==> config.mk <==
export PLATFORM = sky130hd
export DESIGN_NAME = col2im_flat
export DESIGN_NICKNAME = d
export VERILOG_FILES = /design/src/rtl/col2im_if.sv /design/src/rtl/col2im.sv /design/src/flat_wrapper.sv
export SDC_FILE = /design/constraint.sdc
export NUM_CORES = 1
export LEC_CHECK = 0
export BUFFER_PORTS_ARGS = -buffer_cell sky130_fd_sc_hd__buf_4
export CORE_MARGIN = 5
export CORE_UTILIZATION = 48
export DETAILED_ROUTE_END_ITERATION = 6
export PLACE_DENSITY = 0.7
export SKIP_CTS_REPAIR_TIMING = 1
export SLEW_MARGIN = 20
export SYNTH_ARGS = -nofsm -noshare
export SYNTH_HDL_FRONTEND = slang
export SYNTH_SLANG_ARGS = --single-unit
==> constraint.sdc <==
create_clock -name clk -period 4.1 [get_ports clk]
set_input_delay 0.205 -clock clk [delete_from_list [all_inputs] [get_ports clk]]
set_output_delay 0.205 -clock clk [all_outputs]
set_load 0.005 [all_outputs]
==> src/rtl/col2im_if.sv <==
// col2im control and memory port bundle.
// The master side (col2im) issues read/write addresses and write strobes.
// The slave side (memory plus controller) returns read data and pulses start.
interface col2im_if #(
  parameter int DATA_WIDTH = 32,
  parameter int ADDR_WIDTH = 32
);
  logic                  start;
  logic [DATA_WIDTH-1:0] data_rd;
  logic [ADDR_WIDTH-1:0] addr_rd;
  logic [ADDR_WIDTH-1:0] addr_wr;
  logic [DATA_WIDTH-1:0] data_wr;
  logic                  mem_wr_en;
  logic                  busy;
  logic                  done;

  modport master (
    input  start, data_rd,
    output addr_rd, addr_wr, data_wr, mem_wr_en, busy, done
  );

  modport slave (
    output start, data_rd,
    input  addr_rd, addr_wr, data_wr, mem_wr_en, busy, done
  );
endinterface

==> src/rtl/col2im.sv <==
// col2im: turns the pixel-major result matrix Y (element (p,k) at SRC_BASE + p*K + k)
// into a channel-major feature map (element (p,k) at DST_BASE + k*M + p).
// Source words are read linearly, one per cycle. Each word returns one cycle
// after its address is issued and is written one cycle after that.
// Destination addresses are stepped incrementally, so no multiplier is needed.
module col2im #(
  parameter int                    IMG_W      = 3,
  parameter int                    IMG_H      = 3,
  parameter int                    FILTER_NUM = 2,
  parameter int                    DATA_WIDTH = 32,
  parameter int                    ADDR_WIDTH = 32,
  parameter logic [ADDR_WIDTH-1:0] SRC_BASE   = 32'h0000_3000,
  parameter logic [ADDR_WIDTH-1:0] DST_BASE   = 32'h0000_4000,
  parameter bit                    RELU_EN    = 1'b0
) (
  input  logic      clk,
  input  logic      rst_n,
  col2im_if.master  bus
);

  localparam int M     = IMG_W * IMG_H;
  localparam int K     = FILTER_NUM;
  localparam int T     = M * K;
  localparam int CNT_W = (T > 1) ? $clog2(T) : 1;
  localparam int KW    = (K > 1) ? $clog2(K) : 1;

  // The read counter holds n-1 while address n is being issued.
  // Reaching T-2 therefore means the last source address goes out on this edge.
  localparam logic [CNT_W-1:0]      RD_PENULT = (T > 1) ? CNT_W'(T - 2) : '0;
  localparam logic [KW-1:0]         K_LAST    = KW'(K - 1);
  localparam logic [ADDR_WIDTH-1:0] M_STEP    = ADDR_WIDTH'(M);

  typedef enum logic [1:0] {
    S_IDLE,
    S_RUN,
    S_DRAIN,
    S_DONE
  } state_t;

  state_t                r_state;
  logic [ADDR_WIDTH-1:0] r_addrRd;
  logic [ADDR_WIDTH-1:0] r_addrWr;
  logic                  r_wrEn;
  logic                  r_busy;
  logic                  r_done;
  logic [CNT_W-1:0]      r_rdCnt;
  logic                  r_issued;
  logic [KW-1:0]         r_k;
  logic [ADDR_WIDTH-1:0] r_dstAddr;
  logic [ADDR_WIDTH-1:0] r_pixAddr;
  logic [DATA_WIDTH-1:0] w_dataWr;

  // Sequencer, read issue and destination stepping.
  // r_issued marks a read in flight; it becomes a write strobe one edge later.
  always_ff @(posedge clk or negedge rst_n) begin
    if (!rst_n) begin
      r_state   <= S_IDLE;
      r_addrRd  <= SRC_BASE;
      r_addrWr  <= '0;
      r_wrEn    <= 1'b0;
      r_busy    <= 1'b0;
      r_done    <= 1'b0;
      r_rdCnt   <= '0;
      r_issued  <= 1'b0;
      r_k       <= '0;
      r_dstAddr <= DST_BASE;
      r_pixAddr <= DST_BASE;
    end else begin
      r_wrEn <= r_issued;
      if (r_issued) begin
        r_addrWr <= r_dstAddr;
        if (r_k == K_LAST) begin
          r_k       <= '0;
          r_pixAddr <= r_pixAddr + ADDR_WIDTH'(1);
          r_dstAddr <= r_pixAddr + ADDR_WIDTH'(1);
        end else begin
          r_k       <= r_k + KW'(1);
          r_dstAddr <= r_dstAddr + M_STEP;
        end
      end

      case (r_state)
        S_IDLE, S_DONE: begin
          if (bus.start) begin
            r_addrRd  <= SRC_BASE;
            r_rdCnt   <= '0;
            r_issued  <= 1'b1;
            r_k       <= '0;
            r_dstAddr <= DST_BASE;
            r_pixAddr <= DST_BASE;
            r_done    <= 1'b0;
            r_busy    <= 1'b1;
            r_state   <= (T == 1) ? S_DRAIN : S_RUN;
          end
        end
        S_RUN: begin
          r_addrRd <= r_addrRd + ADDR_WIDTH'(1);
          r_rdCnt  <= r_rdCnt + CNT_W'(1);
          r_issued <= 1'b1;
          if (r_rdCnt == RD_PENULT) begin
            r_state <= S_DRAIN;
          end
        end
        S_DRAIN: begin
          r_issued <= 1'b0;
          if (!r_issued && !r_wrEn) begin
            r_state <= S_DONE;
            r_busy  <= 1'b0;
            r_done  <= 1'b1;
          end
        end
        default: begin
          r_state <= S_IDLE;
        end
      endcase
    end
  end

  // Write data follows read data directly.
  // With ReLU enabled, negative words are written as zero.
  always_comb begin
    w_dataWr = bus.data_rd;
    if (RELU_EN && bus.data_rd[DATA_WIDTH-1]) begin
      w_dataWr = '0;
    end
  end

  assign bus.addr_rd   = r_addrRd;
  assign bus.addr_wr   = r_addrWr;
  assign bus.data_wr   = w_dataWr;
  assign bus.mem_wr_en = r_wrEn;
  assign bus.busy      = r_busy;
  assign bus.done      = r_done;

endmodule

==> src/flat_wrapper.sv <==
// flat-port wrapper written by rule: the top's interface ports become plain ports
module col2im_flat 
#(
  parameter int                    IMG_W      = 3,
  parameter int                    IMG_H      = 3,
  parameter int                    FILTER_NUM = 2,
  parameter int                    DATA_WIDTH = 32,
  parameter int                    ADDR_WIDTH = 32,
  parameter logic [ADDR_WIDTH-1:0] SRC_BASE   = 32'h0000_3000,
  parameter logic [ADDR_WIDTH-1:0] DST_BASE   = 32'h0000_4000,
  parameter bit                    RELU_EN    = 1'b0
)
  (clk, rst_n, bus_start, bus_data_rd, bus_addr_rd, bus_addr_wr, bus_data_wr, bus_mem_wr_en, bus_busy, bus_done);
  col2im_if #(.DATA_WIDTH(DATA_WIDTH), .ADDR_WIDTH(ADDR_WIDTH)) bus_i ();
  input  logic clk;
  input  logic rst_n;
  input wire logic [$bits(bus_i.start)-1:0] bus_start;
  input wire logic [$bits(bus_i.data_rd)-1:0] bus_data_rd;
  output wire logic [$bits(bus_i.addr_rd)-1:0] bus_addr_rd;
  output wire logic [$bits(bus_i.addr_wr)-1:0] bus_addr_wr;
  output wire logic [$bits(bus_i.data_wr)-1:0] bus_data_wr;
  output wire logic [$bits(bus_i.mem_wr_en)-1:0] bus_mem_wr_en;
  output wire logic [$bits(bus_i.busy)-1:0] bus_busy;
  output wire logic [$bits(bus_i.done)-1:0] bus_done;
  assign bus_i.start = bus_start;
  assign bus_i.data_rd = bus_data_rd;
  assign bus_addr_rd = bus_i.addr_rd;
  assign bus_addr_wr = bus_i.addr_wr;
  assign bus_data_wr = bus_i.data_wr;
  assign bus_mem_wr_en = bus_i.mem_wr_en;
  assign bus_busy = bus_i.busy;
  assign bus_done = bus_i.done;
  col2im #(.IMG_W(IMG_W), .IMG_H(IMG_H), .FILTER_NUM(FILTER_NUM), .DATA_WIDTH(DATA_WIDTH), .ADDR_WIDTH(ADDR_WIDTH), .SRC_BASE(SRC_BASE), .DST_BASE(DST_BASE), .RELU_EN(RELU_EN)) u_core (.clk(clk), .rst_n(rst_n), .bus(bus_i));
endmodule
==> metrics.yaml, run 1 <==
status: "complete, no violations"
combPwrFrac_pct: 29.6
die_w_um: 139
clock_sinks: 140
yosys-top-cells-area: "dfrtp_1, xor2_1, nor2_1"
antenna_left: 0
slowest_stage: "nor2_2"
synth-seq-cells: 140
crit_path_max_incr_delay_ns: 0.87
drtIter0Drc: 548
cts_root_buffer: "clkbuf_16"
worst_pin_slew_ns: 0.977
async_flop_share_pct: 100
syn_area_sq_mm: 0.00802
cp-end-kind: "flip-flop"
antennaDiodeCount: 0
vdd_drop_max_uv: 338
fin_nets: 912
clockBufferDepth: 2
finClkSkew_ns: 0.0119
placed_cell_area_sq_mm: 0.00840
path_class: "reg2reg"
synth_top_area_share_pct: 42.4
rows: 47
sequentialPowerShare_pct: 37.4
rsz0062_at_grt: "false"
cts_inserted_buffers: 17
whs_ns: 0.105
area_growth_pct: 12.7
total_power_mw: 5.00
syn_area_per_cell_sq_um: 9.32
p_per_area_mw_per_mm2: 552
h-tree-depth: 4
vias: 6487
antenna_found_initial: 0
synth.largest_area_cell: "dfrtp_1"
grt_max_degree: 75
use_met1_pct: 29.0
die_h_um: 139
fin_crit_ns: 3.05
fp.coreArea_sq_mm: 0.0165
wl_per_cell_um: 17.6
port-buffer-count: 69
p_int_mw: 3.20
grt-ovfl-total: 0
vias_per_cell: 5.89
max_freq_ghz: 0.327
hold_class: "in2reg"
grtUsageTotal_pct: 20.4
startpoint_type: "flip-flop"
synth_edf_count: 0
ios: 134
synthesis.nets: 904
grt_pass1_vias: 6039
worst_ep_required_time_ns: 4.48
yosys_warnings: 0
final_area_sq_mm: 0.00904
gr-usage-met2_pct: 31.3
firstDrtPassIters: 5
setup_viol: 0
cap_violations: 0
clock_power_share_pct: 33.0
start_util_pct: 48.7
critPathMaxFanout: 23
sw_frac_of_total_pct: 36.0
synth-main-ff-cell: "dfrtp_1"
drc_errors: 0
path_cells: "inv_1 > nor2_2 > nand2_1 > o2bb2ai_1 > a31o_2"
synth_cells: 861
synth_common_cells: "dfrtp_1, nor2_1, nand2_1, xor2_1, nand3_1"
grt_use_met3_pct: 4.49
final_max_slew_viol_count: 0
drt-total-wl_um: 19400
relSlewSlack_pct: 34.8
place_congestion: 0.893
leakagePower_nw: 3.90
clk_pin_slew_ns: 0.06
clock_latency_ns: 0.43
yosysSeqAreaShare_pct: 43.7
busiest_layer: "met2"
critPathArrivalTime_ns: 3.43
drive_gt1_share_pct: 18.4
die-area_sq_mm: 0.0194
synth.most_common_cell: "dfrtp_1"
place_hpwl_um: 13300
grt_pass1_wl_um: 32300
cts_tree: "done"
setup_tns_ns: 0
p_sw_mw: 1.80
min_period_over_period_pct: 74.5
finalHoldViolations: 0
synthDistinctLibCells: 59
-- routing by layer --
metal,up-vias,routed length [um],part of all wire (%)
li1,3053,-,-
met1,3160,8840,45
met2,249,9070,47
met3,25,1270,6.5
met4,0,277,1.4
met5,-,0,0
-- area by class of cell --
cell class              instances  area (sq um)
flip-flops and latches        140          3510
clock buffers                  18           439
clock inverters                14           193
repair buffers                 78           592
multi-input cells             613          3970
fillers                      1460          7420
inverters                      19          71.3
well taps                     220           275
-- state kept, by name, summed over array words and instances (netlist names) --
name / flops
u_core.bus.mem_wr_en: 1
u_core.bus.addr_rd: 32
u_core.r_pixAddr: 32
u_core.bus.busy: 1
u_core.r_rdCnt: 5
u_core.r_k: 1
u_core.bus.addr_wr: 32
u_core.r_state: 2
u_core.bus.done: 1
u_core.r_dstAddr: 32
u_core.r_issued: 1
-- critical path, delay by kind of cell, from the launching register on --
| family | cells | cell delay (ns) |
|---|---|---|
| DFF | 1 | 0.79 |
| buffers and inverters | 1 | 0.43 |
| and+or+nand+nor | 2 | 1.35 |
| AOI/OAI and AO/OA | 2 | 0.40 |
-- worst paths after layout --
check / to / startpoint / slack, ns / cells after the start
worst max-delay path: u_core.r_dstAddr[11] / u_core.r_k / 1.05 / 5
worst min-delay path: u_core.r_rdCnt[1] / bus_start / 0.11 / 3
worst max register to register: u_core.r_dstAddr[11] / u_core.r_k / 1.05 / 5
worst min register to register: u_core.bus.addr_wr[1] / u_core.bus.addr_wr[1] / 0.50 / 1
max in group asynchronous: u_core.r_pixAddr[14] / rst_n / 2.75 / 3
min in group asynchronous: u_core.r_state[0] / rst_n / 0.37 / 2
-- logic make-up after synthesis --
group	synth area share [%]
flops	43.7
xor+xnor	9.71
compound gates	8.97
simple gates	24.1
buf+inv	6.94
mux	5.32
fa+ha+maj	1.25
-- layout by cell type (no fill, tap or decap), types with 15 or more instances in the layout --
master / instances
nor4_1: 21
a21oi_1: 20
nor2_1: 87
and4_1: 15
inv_1: 19
and3_1: 16
xor2_1: 51
nand4_1: 43
dfrtp_1: 135
o21ai_0: 30
clkbuf_16: 17
mux2_2: 29
nand3_1: 50
nor3_1: 22
nand2_1: 70
buf_4: 76
xnor2_1: 38
-- power groups by stage --
| stage | Combinational (mW) | Clock [mW] | Sequential, mW |
|---|---|---|---|
| floorplan | 1.09 | 0 | 1.78 |
| global placement | 1.45 | 0 | 1.88 |
| detailed placement | 1.48 | 0 | 1.89 |
| CTS | 1.48 | 1.67 | 1.86 |
| global route | 1.65 | 1.73 | 1.91 |
| finish | 1.48 | 1.65 | 1.87 |
-- stage by stage --
step           worst slack [ns]  utilization (%)  std cells
4_1_cts                    1.16             54.9       1101
6_report                   1.05             54.9       1102
3_3_place_gp               1.24             51.0       1069
3_5_place_dp               1.18             51.0       1069
5_1_grt                   0.881             54.9       1102
2_1_floorplan              1.92                -        861
Power figures use the tool's default switching activity.
==> inputs of run 2 (changes only) <==
Clock period 4.1 ns to 2.85 ns, I/O delays scaled along.
==> run 2 against run 1 <==
Design area grew 0.58%. Hold slack lost 0.033 ns. Cell count grew 1.0%. Core utilization grew 0.32 points. Sequential share of layout area shrank 0.22 points. Via count shrank 0.26%. Setup slack lost 0.57 ns. Total power grew 44%. First-iteration DRC count grew 5.5%. Global-route usage grew 0.24 points. Clock power grew 36%. Combinational power grew 55%.
==> metrics.yaml, run 2 (same netlist as run 1, synthesis figures left out) <==
hold_class: "in2reg"
antenna_found_initial: 0  # unchanged
min_period_over_period_pct: 83.2  # +8.7 points
multi_input_area_sq_mm: 0.00397  # unchanged
fillers: 1482  # +1.5%
setup_tns_ns: 0  # unchanged
cts_root_buffer: "clkbuf_16"
vias: 6470  # -0.26%
cts_tree: "done"
relSlewSlack_pct: 56.8  # +22 points
combPwrFrac_pct: 31.8  # +2.2 points
area_growth_pct: 13.4
final_max_slew_viol_count: 0  # unchanged
rsz0062_at_grt: "false"
drtIter0Drc: 578  # +5.5%
cp-end-kind: "flip-flop"
grt_pass1_wl_um: 33100  # +2.3%
final_common_cell: "dfrtp_1"
clk_pin_slew_ns: 0.06  # about the same
cts_inserted_buffers: 17  # unchanged
sw_frac_of_total_pct: 35.6  # -0.46 points
holdPathEnd: "u_core.r_rdCnt[1]"
p_sw_mw: 2.56  # +42%
setup_viol: 0  # unchanged
seqCellArea_sq_mm: 0.00351  # unchanged
r2r_cells: 6  # +1
grtUsageTotal_pct: 20.6  # +0.24 points
die-area_sq_mm: 0.0194  # unchanged
critPathMaxFanout: 8  # -65%
grt-ovfl-total: 0  # unchanged
drt-total-wl_um: 19500  # +0.33%
clockBufferDepth: 2  # unchanged
antenna_left: 0  # unchanged
h-tree-depth: 4  # unchanged
r2r-start: "u_core.r_pixAddr[0]"
die_w_um: 139  # unchanged
place_congestion: 0.927  # +3.7%
worst_slack_ns: 0.478  # -0.568 ns
leakagePower_nw: 3.94  # +1.2%
fin_nets: 924  # +1.3%
fin_crit_ns: 2.37  # -0.682 ns
place_ws_ns: 0.513  # -0.662 ns
grt_max_degree: 61  # -19%
vias_per_cell: 5.81  # -1.2%
hp-start: "bus_start"
finalHoldViolations: 0  # unchanged
worst_ep_required_time_ns: 3.14  # -1.34 ns
port-buffer-count: 69  # unchanged
drc_errors: 0  # unchanged
startpoint_type: "flip-flop"
rows: 47  # unchanged
max_freq_ghz: 0.422  # +29%
p_per_area_mw_per_mm2: 791  # +43%
firstDrtPassIters: 5  # unchanged
drive_gt1_share_pct: 18.9  # +0.56 points
final_cell_mix: "dfrtp_1, buf_4, nor2_1"
grt_pass1_vias: 6200  # +2.7%
sequentialPowerShare_pct: 37.1  # -0.3 points
die_h_um: 139  # unchanged
p_int_mw: 4.64  # +45%
antennaDiodeCount: 0  # unchanged
start_util_pct: 48.7  # unchanged
finClkSkew_ns: 0.00521  # -0.00667 ns
path_class: "reg2reg"
cap_violations: 0  # unchanged
ios: 134  # unchanged
reg2reg_to: "u_core.r_dstAddr[26]"
status: "complete, no violations"
reg2reg_slack_ns: 0.48  # -0.57 ns
clock_sinks: 140  # unchanged
clock_power_share_pct: 31.1  # -1.9 points
worst_pin_slew_ns: 0.642  # -0.335 ns
worstHoldPathCells: 3  # unchanged
place_hpwl_um: 13600  # +2.8%
critPathArrivalTime_ns: 2.66  # -0.77 ns
clock_latency_ns: 0.42  # about the same
vdd_drop_max_uv: 575  # +70%
wl_per_cell_um: 17.5  # -0.66%
fp.coreArea_sq_mm: 0.0165  # unchanged
run 2: worst max-delay path, stage by stage (launching register included):
cell and delay (ns):
dfrtp_1 0.46, ha_1 0.27, nand3_2 0.16, or4_1 0.77
o31a_1 0.36, o21ai_1 0.13, a31oi_1 0.09
run 2: metrics by stage:
step	cells	total power, mW	utilization, %	hold WS (ns)	instance area [sq um]
after detailed placement	1081	4.99	51.6	0.154	8490
after floorplan	861	4.13	-	-0.153	8020
after global routing	1113	7.64	55.3	0.0758	9100
after CTS	1112	7.25	55.2	-0.296	9090
final	1113	7.20	55.3	0.0726	9100
after global placement	1081	4.94	51.6	0.160	8490
run 2: power groups by stage:
stage               clock network (mW)  logic [mW]  registers, mW
CTS                               2.27        2.31           2.66
global placement                     0        2.26           2.68
detailed placement                   0        2.30           2.69
floorplan                            0        1.56           2.56
global route                      2.37        2.55           2.72
finish                            2.24        2.29           2.67
run 2: routing by layer:
metal,global-route usage [%],wire (um)
met2,31.9,9000
met1,28.6,8910
met4,7.83,427
met5,0,0
met3,4.39,1170
run 2: area by class of cell:
type	count	share of cell area [%]
Timing Repair Buffer	90	7.50
Sequential cell	140	38.6
Clock buffer	24	5.30
Inverter	19	0.784
Tap cell	220	3.03
Clock inverter	7	1.24
Multi-Input combinational cell	613	43.6
run 2: worst max path at each step:
| stage | from | to | slack (ns) | cells past startpoint |
|---|---|---|---|---|
| finish | u_core.r_pixAddr[0] | u_core.r_dstAddr[26] | 0.48 | 6 |
| floorplan | u_core.r_state[0] | u_core.bus.addr_rd[31] | 0.67 | 9 |
| global placement | u_core.r_state[0] | u_core.bus.addr_rd[31] | 0.55 | 7 |
| global route | u_core.r_state[0] | u_core.bus.addr_rd[27] | 0.28 | 7 |
| CTS | u_core.r_pixAddr[0] | u_core.r_dstAddr[26] | 0.48 | 6 |
| detailed placement | u_core.r_pixAddr[0] | u_core.r_dstAddr[26] | 0.51 | 6 |
==> inputs of run 3 (changes only) <==
Settings changed: ABC_AREA set to 1, PLACE_DENSITY 0.7 to 0.69.
Clock period 2.85 ns to 2.46 ns, I/O delays scaled along.
==> run 3 against run 2 <==
Sequential share of layout area down 1.8 points. Hold slack worse by 0.055 ns. Largest cell class unchanged. Highest routed layer unchanged. Sequential cell count unchanged. Maximum frequency up 15%. First-iteration DRC count up 34%. Combinational power up 34%. Clock power up 19%. Core utilization up 0.16 points. Synthesized cell count up 38%. Via count up 19%.
==> metrics.yaml, run 3 <==
die_h_um: 142  # +2.0%
finalHoldViolations: 0  # unchanged
grt_max_degree: 71  # +16%
clock_sinks: 140  # unchanged
hold_class: "in2reg"
final_cell_mix: "nand2_1, inv_1, dfrtp_1"
drive_gt1_share_pct: 13.5  # -5.4 points
min_period_over_period_pct: 84.1  # +0.90 points
crit_path_max_incr_delay_ns: 0.40  # -0.37 ns
max_freq_ghz: 0.483  # +15%
drc_errors: 0  # unchanged
clock_latency_ns: 0.43  # about the same
vias: 7674  # +19%
place_hpwl_um: 16700  # +22%
antenna_left: 0  # unchanged
synthDistinctLibCells: 47  # -20%
worst-path-buf-inv: 4  # +4
synth_common_cells: "nand2_1, dfrtp_1, inv_1, nor2_1, nand3_1"
fillers: 1667  # +12%
cap_violations: 0  # unchanged
die_w_um: 142  # +2.0%
placedCellCount: 1432  # +32%
rows: 48  # +2.1%
cts_tree: "done"
place_congestion: 0.941  # +1.5%
status: "complete, no violations"
antennaDiodeCount: 0  # unchanged
finClkSkew_ns: 0.00770  # +0.00249 ns
port-buffer-count: 69  # unchanged
seqCellArea_sq_mm: 0.00351  # about the same
p_per_area_mw_per_mm2: 939  # +19%
synth-main-ff-cell: "dfrtp_1"
grt_pass1_wl_um: 37100  # +12%
fp.coreArea_sq_mm: 0.0172  # +4.7%
finalNonFillerCells: 1465  # +32%
startpoint_type: "flip-flop"
clockBufferDepth: 2  # unchanged
worst_ep_required_time_ns: 2.76  # -0.38 ns
place_ws_ns: 0.416  # -0.0977 ns
ios: 134  # unchanged
yosysSeqAreaShare_pct: 41.9  # -1.9 points
final_common_cell: "nand2_1"
synth.largest_area_cell: "dfrtp_1"
yosys-top-cells-area: "dfrtp_1, nand2_1, inv_1"
wl_per_cell_um: 15.4  # -12%
yosys_warnings: 0  # unchanged
worst_pin_slew_ns: 0.681  # +0.0392 ns
syn_area_sq_mm: 0.00838  # +4.4%
leakagePower_nw: 4.49  # +14%
setup_tns_ns: 0  # unchanged
final_max_slew_viol_count: 0  # unchanged
firstDrtPassIters: 6  # +1
vdd_drop_max_uv: 552  # -4.0%
synth.most_common_cell: "nand2_1"
whs_ns: 0.0178  # -0.0549 ns
cts_root_buffer: "clkbuf_16"
synth_edf_count: 0  # unchanged
path_class: "reg2reg"
h-tree-depth: 4  # unchanged
async_flop_share_pct: 100  # unchanged
rsz0062_at_grt: "false"
synthesis.nets: 1228  # +36%
setup_viol: 0  # unchanged
area_growth_pct: 14.0
fin_nets: 1270  # +37%
relSlewSlack_pct: 54.6  # -2.2 points
clk_pin_slew_ns: 0.06  # about the same
drt-total-wl_um: 22600  # +16%
vias_per_cell: 5.24  # -9.9%
synth_top_area_share_pct: 40.6  # -1.8 points
worst_slack_ns: 0.390  # -0.0876 ns
grtUsageTotal_pct: 23.0  # +2.4 points
critPathTopFamily: "simple AND/OR/NAND/NOR gates"
drtIter0Drc: 775  # +34%
synth_cells: 1185  # +38%
cp-end-kind: "flip-flop"
antenna_found_initial: 0  # unchanged
fin_crit_ns: 2.07  # -0.302 ns
grt-ovfl-total: 0  # unchanged
multi_input_area_sq_mm: 0.00398  # +0.41%
syn_area_per_cell_sq_um: 7.07  # -24%
grt_pass1_vias: 7091  # +14%
path_cells: "inv_1 > ha_1 > inv_1 > nand2_1 > nand2_4 > inv_1 > nor2_1 > inv_1 > nor3_1 > a211oi_1"
slowest_stage: "dfrtp_1"
critPathArrivalTime_ns: 2.37  # -0.29 ns
synth-seq-cells: 140  # unchanged
die-area_sq_mm: 0.0202  # +4.1%
start_util_pct: 48.6  # -0.12 points
crit_path_frequent_cell: "inv_1"
critPathMaxFanout: 17  # +9
cts_inserted_buffers: 17  # unchanged
-- run 3: tightest hold or removal path, cell delays in order --
cell     delay (ns)
buf_4          0.10
nor2_1         0.06
nand2_1        0.05
o21ai_0        0.07
-- run 3: final timing paths --
kind                                        start                endpoint  slack (ns)  cells after the start
min in group asynchronous                   rst_n         u_core.bus.done        0.27                      2
hold reg to reg            u_core.bus.addr_wr[19]  u_core.bus.addr_wr[19]        0.48                      2
setup reg to reg                u_core.r_state[0]  u_core.bus.addr_rd[10]        0.39                     10
setup / recovery                u_core.r_state[0]  u_core.bus.addr_rd[10]        0.39                     10
max in group asynchronous                   rst_n    u_core.r_dstAddr[21]        1.41                      3
hold / removal                          bus_start         u_core.r_issued        0.02                      4
-- run 3: layout make-up --
type	count	share of cell area [%]
Clock buffer	18	4.60
Clock inverter	14	1.78
Inverter	141	5.54
Multi-Input combinational cell	844	41.7
Sequential cell	140	36.7
Tap cell	225	2.95
Timing Repair Buffer	83	6.72
-- run 3: cells by family after synthesis --
| family | after synthesis | share of synthesized area (%) |
|---|---|---|
| buffers and inverters | 201 | 10.6 |
| muxes | 1 | 0.119 |
| xor gates and xnor gates | 4 | 0.418 |
| AOI/OAI and AO/OA | 162 | 10.7 |
| DFF | 140 | 41.9 |
| adders and majority gates | 8 | 1.19 |
| and+or+nand+nor | 669 | 35.1 |
-- run 3: power breakdown --
group	switching, mW	leakage, nW	internal [mW]
clock	1.03	0.288	1.62
combinational	2.06	2.35	1.01
sequential	0.461	1.86	2.78
-- run 3: metrics by stage --
stage | power (mW) | area, sq um | util, %
CTS | 9.02 | 9540 | 55.4
finish | 8.97 | 9550 | 55.4
global route | 9.59 | 9550 | 55.4
detailed placement | 6.34 | 8930 | 51.8
global placement | 6.26 | 8930 | 51.8
floorplan | 5.26 | 8380 | -
-- run 3: routing by layer --
layer	part of all wire, %	global-route usage (%)	wire length, um	vias to the layer above
met1	46	33.7	10500	3544
met4	2.1	7.37	483	0
met2	45	34.7	10100	239
met3	6.8	4.27	1540	32
met5	0	0	0	-
li1	-	-	-	3859
